## config.mk

```make
export PLATFORM = sky130hd
export DESIGN_NAME = downsampling_core
export DESIGN_NICKNAME = d
export VERILOG_FILES = /design/src/rtl/downsampling_core.sv
export SDC_FILE = /design/constraint.sdc
export NUM_CORES = 1
export LEC_CHECK = 0
export CORE_ASPECT_RATIO = 0.9
export CORE_MARGIN = 5
export CORE_UTILIZATION = 30
export CTS_BUF_LIST = sky130_fd_sc_hd__clkbuf_2 sky130_fd_sc_hd__clkbuf_4 sky130_fd_sc_hd__clkbuf_8
export CTS_CLUSTER_DIAMETER = 200
export DETAILED_ROUTE_END_ITERATION = 12
export GPL_ROUTABILITY_DRIVEN = 1
export SLEW_MARGIN = 15
export SYNTH_ARGS = -nofsm -noshare
export SYNTH_HDL_FRONTEND = slang
export SYNTH_SLANG_ARGS = --single-unit
```

## constraint.sdc

```tcl
create_clock -name clk -period 5.75 [get_ports clk]
set_input_delay 0.8625 -clock clk [delete_from_list [all_inputs] [get_ports clk]]
set_output_delay 0.8625 -clock clk [all_outputs]
set_load 0.01 [all_outputs]
```

## src/rtl/downsampling_core.sv

```systemverilog
// 3x3 -> 2x2 pooling with stride-1 overlapping 2x2 windows.
// Modes: max, min, floor-average, decimate; one registered stage.
module downsampling_core #(
  parameter int WIDTH = 8
) (
  input  logic               clk,
  input  logic               rst_n,
  input  logic               in_valid,
  input  logic [1:0]         mode,
  input  logic [9*WIDTH-1:0] conv_out,
  output logic [4*WIDTH-1:0] downsampled_out,
  output logic               out_valid
);

  logic [4*WIDTH-1:0] res;
  logic [4*WIDTH-1:0] data_d, data_q;
  logic               valid_d, valid_q;

  for (genvar i = 0; i < 2; i++) begin : g_row
    for (genvar j = 0; j < 2; j++) begin : g_col
      logic [WIDTH-1:0] a, b, c, d;
      logic [WIDTH-1:0] mx0, mx1, mn0, mn1;
      logic [WIDTH-1:0] r;
      logic [WIDTH+1:0] sum;

      assign a = conv_out[(3*i+j)*WIDTH +: WIDTH];
      assign b = conv_out[(3*i+j+1)*WIDTH +: WIDTH];
      assign c = conv_out[(3*(i+1)+j)*WIDTH +: WIDTH];
      assign d = conv_out[(3*(i+1)+j+1)*WIDTH +: WIDTH];

      always_comb begin
        mx0 = (a > b) ? a : b;
        mx1 = (c > d) ? c : d;
        mn0 = (a < b) ? a : b;
        mn1 = (c < d) ? c : d;
        // WIDTH+2 bits holds four maximal elements
        sum = {2'b00, a} + {2'b00, b}
            + {2'b00, c} + {2'b00, d};
        r = a;
        case (mode)
          2'b00:   r = (mx0 > mx1) ? mx0 : mx1;
          2'b01:   r = (mn0 < mn1) ? mn0 : mn1;
          2'b10:   r = sum[WIDTH+1:2];
          default: r = a;
        endcase
      end

      assign res[(2*i+j)*WIDTH +: WIDTH] = r;
    end
  end

  always_comb begin
    valid_d = in_valid;
    data_d  = data_q;
    if (in_valid) data_d = res;
  end

  always_ff @(posedge clk) begin
    if (!rst_n) begin
      data_q  <= '0;
      valid_q <= 1'b0;
    end else begin
      data_q  <= data_d;
      valid_q <= valid_d;
    end
  end

  assign downsampled_out = data_q;
  assign out_valid       = valid_q;

endmodule

```

After elaboration in Yosys (flattened, before gate mapping)
Cells that the tools add are included.
{"block": "totals", "elab_cells": 61, "register_bits": 33, "in_bits": 77, "out_inout_bits": 33}
{"block": "classes", "order_cmp": 20, "n_eq_ne": 2, "reduce_logical": 1, "n_addsub": 12, "muxes": 24}
{"cell": "$mux W8", "n": 20}
{"cell": "$pmux W8 S3", "n": 4}
{"cell": "$gt A8 B8 Y1", "n": 10}
{"cell": "$lt A8 B8 Y1", "n": 10}
{"cell": "$add A10 B8 Y10", "n": 4}
{"cell": "$add A9 B8 Y10", "n": 4}
{"cell": "$add A8 B8 Y9", "n": 4}
{"cell": "$eq A2 B1 Y1 const B", "n": 1}
{"cell": "$eq A2 B2 Y1 const B", "n": 1}
{"cell": "$logic_not A2 Y1", "n": 1}

Logic depth before layout (Yosys ltp)
Gate-level depths: netlist (run 1).
{"block": "logic_depth", "word_depth": 5, "ltp_mapped": 21, "ltp_nobuf": 20}

Worst setup path before layout (run 1)
No wires, ideal clock.
{"block": "synth_timing", "kind": "input -> register", "startpoint": "input conv_out[41]", "endpoint": "register data_q[31] (netlist: downsampled_out[31])", "n_path_buf": 1, "path_slack_ns": 1.036, "setup_time_ns": 0.135, "arrival_ns": 4.579, "cell_stages": 21, "path_cell_list": "inv_1 > ha_1 > nor2b_1 > o211ai_1 > a21oi_2 > a21oi_1 > clkbuf_1 > nor2_1 > a21oi_1 > inv_1 > ha_1 > a21o_1 > a21o_1 > a221oi_1 > nor2_1 > nand2_1 > a21oi_1 > a211oi_4 > mux2i_1 > a221oi_2 > a211oi_1"}
{"block": "synth_between", "elab_chain_len": 5, "elab_cells_between_ends": 12}
{"item": "start: declaration", "line": "10", "rtl": "input logic [9*WIDTH-1:0] conv_out,"}
{"item": "branches (longest 4 deep; another with $add A9 B8 Y10)"}
{"item": "$pmux W8 S3 (*)", "line": "40", "rtl": "case (mode)"}
{"item": "end signal: assignment", "line": "63", "rtl": "data_q <= data_d;"}
{"item": "end: declaration", "line": "16", "rtl": "logic [4*WIDTH-1:0] data_d, data_q;"}
Every way passes the cells marked *.
A chain may end at the register's enable or synchronous reset.

Worst setup path after layout (run 1)
{"block": "layout_timing", "startpoint": "input conv_out[15]", "endpoint": "register data_q[4] (netlist: downsampled_out[4])"}
{"block": "layout_between", "elab_chain_len": 5, "elab_cells_between_ends": 9}
{"item": "$lt A8 B8 Y1 / $gt A8 B8 Y1 (equally long branches)", "line": "34, 32"}
{"item": "$mux W8 (on tied branches)", "line": "34, 32"}
{"item": "$lt A8 B8 Y1 / $gt A8 B8 Y1 (equally long branches)", "line": "42, 41"}
{"item": "$mux W8 (on tied branches)", "line": "42, 41"}
{"item": "$pmux W8 S3 (*)", "line": "40"}
Mark *: on every way between the ends. The rest lies on a longest branch, timed or not.

==> out/results.ini, run 1 <==
[clock_network]
cts_root_buf = clkbuf_8
post_cts_resized = 0
path_clk_slew_ps = 100
h-tree-depth = 2
cts_sinks = 33
postCtsSetupBuffers = 0
cts.path.max_buffers = 2
holdBufCountCts = 0
tritoncts = built
cts_made_buffers = 5
clk-insertion-delay-late_ps = 320

[sta]
slew_violations = 0
timing.hold.ws_ps = 466
skew_ps = 0
hold_viol_final = 0
rsz0062_at_grt = no
setup_viol = 0
finalCritPeriodShare_pct = 93.2
fin_tns_setup_ps = 0
tightestPinTransition_ps = 1050
max_freq_ghz = 0.187
slew_headroom_pct = 29.9
min_period_ps = 5360

[floorplanning]
core.rowCount = 59
coreArea_mm2 = 0.0288
die_h_um = 172
start_util_pct = 30.4
io_pins = 110
die_area_mm2 = 0.0326
die_w_um = 190

[synthesis]
synthCells = 1069
ys.flop_type = dfxtp_1
yosysTopAreaCell = ha_1
netlist.area_leader.share_pct = 18.6
ys_types = 83
syn_avg_cell_area_um2 = 8.17
ys_warn_count = 0
syn-cell-area_mm2 = 0.00874
synth_fp_nets = 1340
synth_edf_count = 0
ys_ff_latch = 33
netlist_top_cells_area = ha_1, fa_1, dfxtp_1
async_flop_share_pct = 0
seq_area_frac_synth_pct = 7.56

[final_layout]
drive_above_1_share_pct = 11.7
finalInstanceArea_mm2 = 0.0109
area_growth_pct = 24.6
final_cell_mix = ha_1, clkdlybuf4s50_1, inv_1, nand2_1, buf_4
n_antenna_cell = 0
post-route-util_pct = 37.8
fin_nets = 1510
fin_cells = 1606
final_common_cell = ha_1

[critical_path]
arrival_ps = 5580
r2r-start = downsampled_out[17]$_SDFFE_PN0P_
reg2reg_to = downsampled_out[17]$_SDFFE_PN0P_
crit_fanout = 12
path_class = primary input to flip-flop
crit_path_start = conv_out[15]
end_kind = flip-flop
rrSetupSlack_ps = 4730
cp.required_ps = 5970
startpoint_type = primary input
reg2reg_depth = 5

[worst_hold_path]
min_path_cells = 2
hp-class = flip-flop to flip-flop
min_from = downsampled_out[11]$_SDFFE_PN0P_
holdPathEnd = downsampled_out[11]$_SDFFE_PN0P_

[route]
vias_per_cell = 5.72
drt-pass1-iter-count = 5
wl_per_cell_um = 23.3
drtIter0Drc = 860
vias = 9180
antenna_left = 0
routed_wl_um = 37500
route.detailed.drc = 0

[global_route]
grt_pass1_vias = 8850
grt_max_degree = 39
antenna_found_initial = 0
grt_first_pass_wirelength_um = 55300
overflow = 0
grt_usage_pct = 22.4

[placed_design]
portBuffers = 109
place.gp.congestion = 0.994
dpl-instance-area_mm2 = 0.0108
dp_cells = 1598
dpl.hpwl_um = 31500

[status]
status = complete, no violations

[run]
cap_violations = 0

[power]
vdd_drop_max_mv = 0.0820
leakage_uw = 0.00503
power_density_mw_per_mm2 = 215

-- sequential cells by signal, indices dropped and copies added, names as in the netlist --
register         count
downsampled_out     32
out_valid            1
-- synthesized netlist by cell type (all sizes together) (3+ instances only) --
cell,instances
o21a,9
o21bai,10
a31oi,6
fa,64
clkbuf,25
o21ai,87
a21oi,88
a21o,25
a211o,5
a221o,6
o211a,6
a21boi,3
o221ai,5
mux2i,67
a41o,3
xor2,7
nor2b,15
dfxtp,33
nand3,14
mux2,19
nor2,87
and4,6
nor3,8
a211oi,13
xnor2,16
inv,90
or2,3
and3,8
nand4,16
nand2b,12
ha,130
a221oi,10
o211ai,17
nand2,90
and2,3
a31o,3
a22oi,10
buf,9
o31ai,7
a2111oi,4
or3,4
-- how the worst max path moves through the flow --
stage	endpoint	cells after the start
global route	downsampled_out[31]$_SDFFE_PN0P_	21
finish	downsampled_out[4]$_SDFFE_PN0P_	18
floorplan	downsampled_out[31]$_SDFFE_PN0P_	21
global placement	downsampled_out[31]$_SDFFE_PN0P_	22
detailed placement	downsampled_out[6]$_SDFFE_PN0P_	18
CTS	downsampled_out[31]$_SDFFE_PN0P_	22
-- worst max-delay path, cell delays in order --
cell,delay (ps)
clkdlybuf4s50_1,660
inv_1,160
ha_1,310
and4_1,290
nand2_1,120
o211ai_1,160
nand2_1,260
o21ai_0,550
ha_1,360
a21o_1,160
a21o_1,170
a21oi_1,180
nand2b_1,80
nor4_1,350
or3_1,270
mux2i_1,280
a2111oi_2,60
a211o_1,290
-- kinds of logic after synthesis --
logic type	share of synthesized area [%]
multiplexers	10.3
AO/OA/AOI/OAI	26.4
AND/OR/NAND/NOR	14.5
flip-flops	7.56
buffers and inverters	5.66
adder cells (fa/ha/maj)	33.3
XOR/XNOR	2.31
-- cell type report --
cell class              instances  area (um2)
clock inverters                 2        10.0
clock buffers                   6        76.3
multi-input cells             911        7600
flip-flops and latches         33         661
inverters                      91         342
repair buffers                197        1740
well taps                     366         458
fillers                      2945       17900
-- where the power goes --
part | switching (uW) | leakage [uW] | internal [uW] | total (uW)
Clock | 117 | 0.0000484 | 89.3 | 207
Combinational | 1020 | 0.00471 | 824 | 1840
Sequential | 28.7 | 0.000273 | 264 | 293
Total | 1160 | 0.00503 | 1180 | 2340
-- per-layer routing --
layer,global-route usage [%],up-vias,wire length (um)
met1,33.7,4415,17700
li1,-,4252,-
met3,3.88,45,3620
met5,0,-,0
met4,5.69,0,857
met2,33.2,468,15400
-- stage by stage --
step | power (uW) | worst slack, ps
2_1_floorplan | 1480 | 1040
5_1_grt | 2520 | 153
6_report | 2340 | 393
4_1_cts | 2310 | 526
3_5_place_dp | 2100 | 215
3_3_place_gp | 2080 | 185
Note: power is estimated with default switching activity, not from simulation.
==> run 2, diff against run 1 <==
--- a/config.mk
+++ b/config.mk
@@ -7,11 +7,12 @@
 export LEC_CHECK = 0
 export CORE_ASPECT_RATIO = 0.9
 export CORE_MARGIN = 5
-export CORE_UTILIZATION = 30
+export CORE_UTILIZATION = 58
 export CTS_BUF_LIST = sky130_fd_sc_hd__clkbuf_2 sky130_fd_sc_hd__clkbuf_4 sky130_fd_sc_hd__clkbuf_8
 export CTS_CLUSTER_DIAMETER = 200
 export DETAILED_ROUTE_END_ITERATION = 12
 export GPL_ROUTABILITY_DRIVEN = 1
+export PLACE_DENSITY = 0.83
 export SLEW_MARGIN = 15
 export SYNTH_ARGS = -nofsm -noshare
 export SYNTH_HDL_FRONTEND = slang
==> constraint.sdc (replaced) <==
create_clock -name clk -period 5.75 [get_ports clk]
set_input_delay 0.8625 -clock clk [delete_from_list [all_inputs] [get_ports clk]]
set_output_delay 0.8625 -clock clk [all_outputs]
set_load 0.02 [all_outputs]
==> out/results.ini, run 2 (synthesis gave the netlist of run 1 again) <==
[status]
status = complete, no violations

[sta]
timing.hold.ws_ps = 464  ; -1.75 ps
finalCritPeriodShare_pct = 91.2  ; -2.0 points
rsz0062_at_grt = no
setup_viol = 0  ; unchanged
skew_ps = 0  ; unchanged
slew_violations = 0  ; unchanged
min_period_ps = 5240  ; -116 ps
max_freq_ghz = 0.191  ; +2.2%
tightestPinTransition_ps = 983  ; -64.1 ps
slew_headroom_pct = 34.2  ; +4.3 points
hold_viol_final = 0  ; unchanged
fin_tns_setup_ps = 0  ; unchanged

[critical_path]
cp.required_ps = 5960  ; about the same
reg2reg_depth = 5  ; unchanged
path_class = primary input to flip-flop
startpoint_type = primary input
arrival_ps = 5450  ; -130 ps
crit_fanout = 12  ; unchanged
end_kind = flip-flop

[final_layout]
fin_cells = 1427  ; -11%
area_growth_pct = 21.3
fin_nets = 1500  ; -0.66%
drive_above_1_share_pct = 10.9  ; -0.79 points
final_cell_mix = ha_1, clkdlybuf4s50_1, inv_1, nand2_1, nor2_1
n_antenna_cell = 0  ; unchanged
post-route-util_pct = 71.8  ; +34 points
final_common_cell = ha_1
largest_register_ffs = 32  ; unchanged

[global_route]
grt_pass1_vias = 9159  ; +3.5%
use_met1_pct = 51.4  ; +18 points
grt_max_degree = 43  ; +10%
overflow = 0  ; unchanged
grtUsageMet2_pct = 54.5  ; +21 points
grt_usage_pct = 36.8  ; +14 points
busiest_layer = met2
grt_first_pass_wirelength_um = 51000  ; -7.7%
antenna_found_initial = 0  ; unchanged
met3_usage_pct = 10.2  ; +6.3 points

[clock_network]
path_clk_slew_ps = 90  ; about the same
h-tree-depth = 2  ; unchanged
holdBufCountCts = 0  ; unchanged
post_cts_resized = 0  ; unchanged
cts_sinks = 33  ; unchanged
tritoncts = built
cts_made_buffers = 5  ; unchanged
postCtsSetupBuffers = 0  ; unchanged
cts.path.max_buffers = 2  ; unchanged
cts_root_buf = clkbuf_8
clk-insertion-delay-late_ps = 320  ; about the same

[placed_design]
place.gp.congestion = 1.03  ; +3.7%
dpl.hpwl_um = 27300  ; -13%
portBuffers = 109  ; unchanged
dp_cells = 1420  ; -11%

[route]
vias_per_cell = 6.58  ; +15%
route.detailed.drc = 0  ; unchanged
wl_per_cell_um = 23.1  ; -1.1%
drt-pass1-iter-count = 6  ; +1
vias = 9388  ; +2.3%
routed_wl_um = 32900  ; -12%
drtIter0Drc = 1353  ; +57%
antenna_left = 0  ; unchanged

[power]
vdd_drop_max_mv = 0.137  ; +67%
power_density_mw_per_mm2 = 220  ; +2.4%
leakage_uw = 0.00498  ; -1.0%

[run]
cap_violations = 0  ; unchanged

[floorplanning]
die_h_um = 126  ; -26%
start_util_pct = 59.2  ; +29 points
coreArea_mm2 = 0.0148  ; -49%
die_area_mm2 = 0.0176  ; -46%
io_pins = 110  ; unchanged
die_w_um = 139  ; -27%
core.rowCount = 42  ; -29%

[worst_hold_path]
hp-class = flip-flop to flip-flop
min_path_cells = 2  ; unchanged

-- run 2: cell count changes in the layout (fill, tap and decap cells not counted) --
| cell | previous run | this run |
|---|---|---|
| buf_4 | 88 | 78 |
| clkbuf_8 | 5 | 6 |
| nor3_2 | 1 | 2 |
| nor3_4 | 1 | 0 |
| clkinv_2 | 2 | 0 |
-- run 2: routing by layer --
metal	up-vias	wire length (um)
met3	89	4490
met5	-	0
met1	4384	13700
met4	0	1210
met2	692	13600
li1	4223	-
-- run 2: critical path, stage by stage --
cell	delay (ps)
clkdlybuf4s50_1	690
inv_1	170
ha_1	300
and4_1	260
nand2_1	130
o211ai_1	180
nand2_1	280
o21ai_0	380
ha_1	310
a21o_1	150
a21o_1	170
a21oi_1	230
nand2b_1	90
nor4_1	340
or3_1	260
mux2i_1	200
o21ai_1	70
a221o_1	350
-- run 2: worst paths after layout --
check | slack (ps) | startpoint | to
setup / recovery | 510 | conv_out[12] | downsampled_out[6]$_SDFFE_PN0P_
hold reg to reg | 460 | downsampled_out[10]$_SDFFE_PN0P_ | downsampled_out[10]$_SDFFE_PN0P_
setup reg to reg | 4720 | downsampled_out[17]$_SDFFE_PN0P_ | downsampled_out[17]$_SDFFE_PN0P_
hold / removal | 460 | downsampled_out[10]$_SDFFE_PN0P_ | downsampled_out[10]$_SDFFE_PN0P_
-- run 2: cell type report --
class	instances	area [um2]
inverters	91	342
well taps	198	248
fillers	1200	4170
clock buffers	7	90.1
repair buffers	187	1670
flip-flops and latches	33	661
multi-input cells	911	7590
-- run 2: report_power, final --
part	total, uW	internal [uW]	switching [uW]
logic	1830	808	1020
registers	288	264	24.5
clock network	217	100	116
total	2330	1170	1160
-- run 2: through the flow --
stage          area (um2)  total power (uW)  worst slack [ps]
2_1_floorplan        8740              1510              1040
6_report            10600              2330               508
4_1_cts             10600              2290               588
3_5_place_dp        10500              2070               291
3_3_place_gp        10500              2030               346
5_1_grt             10600              2500               246
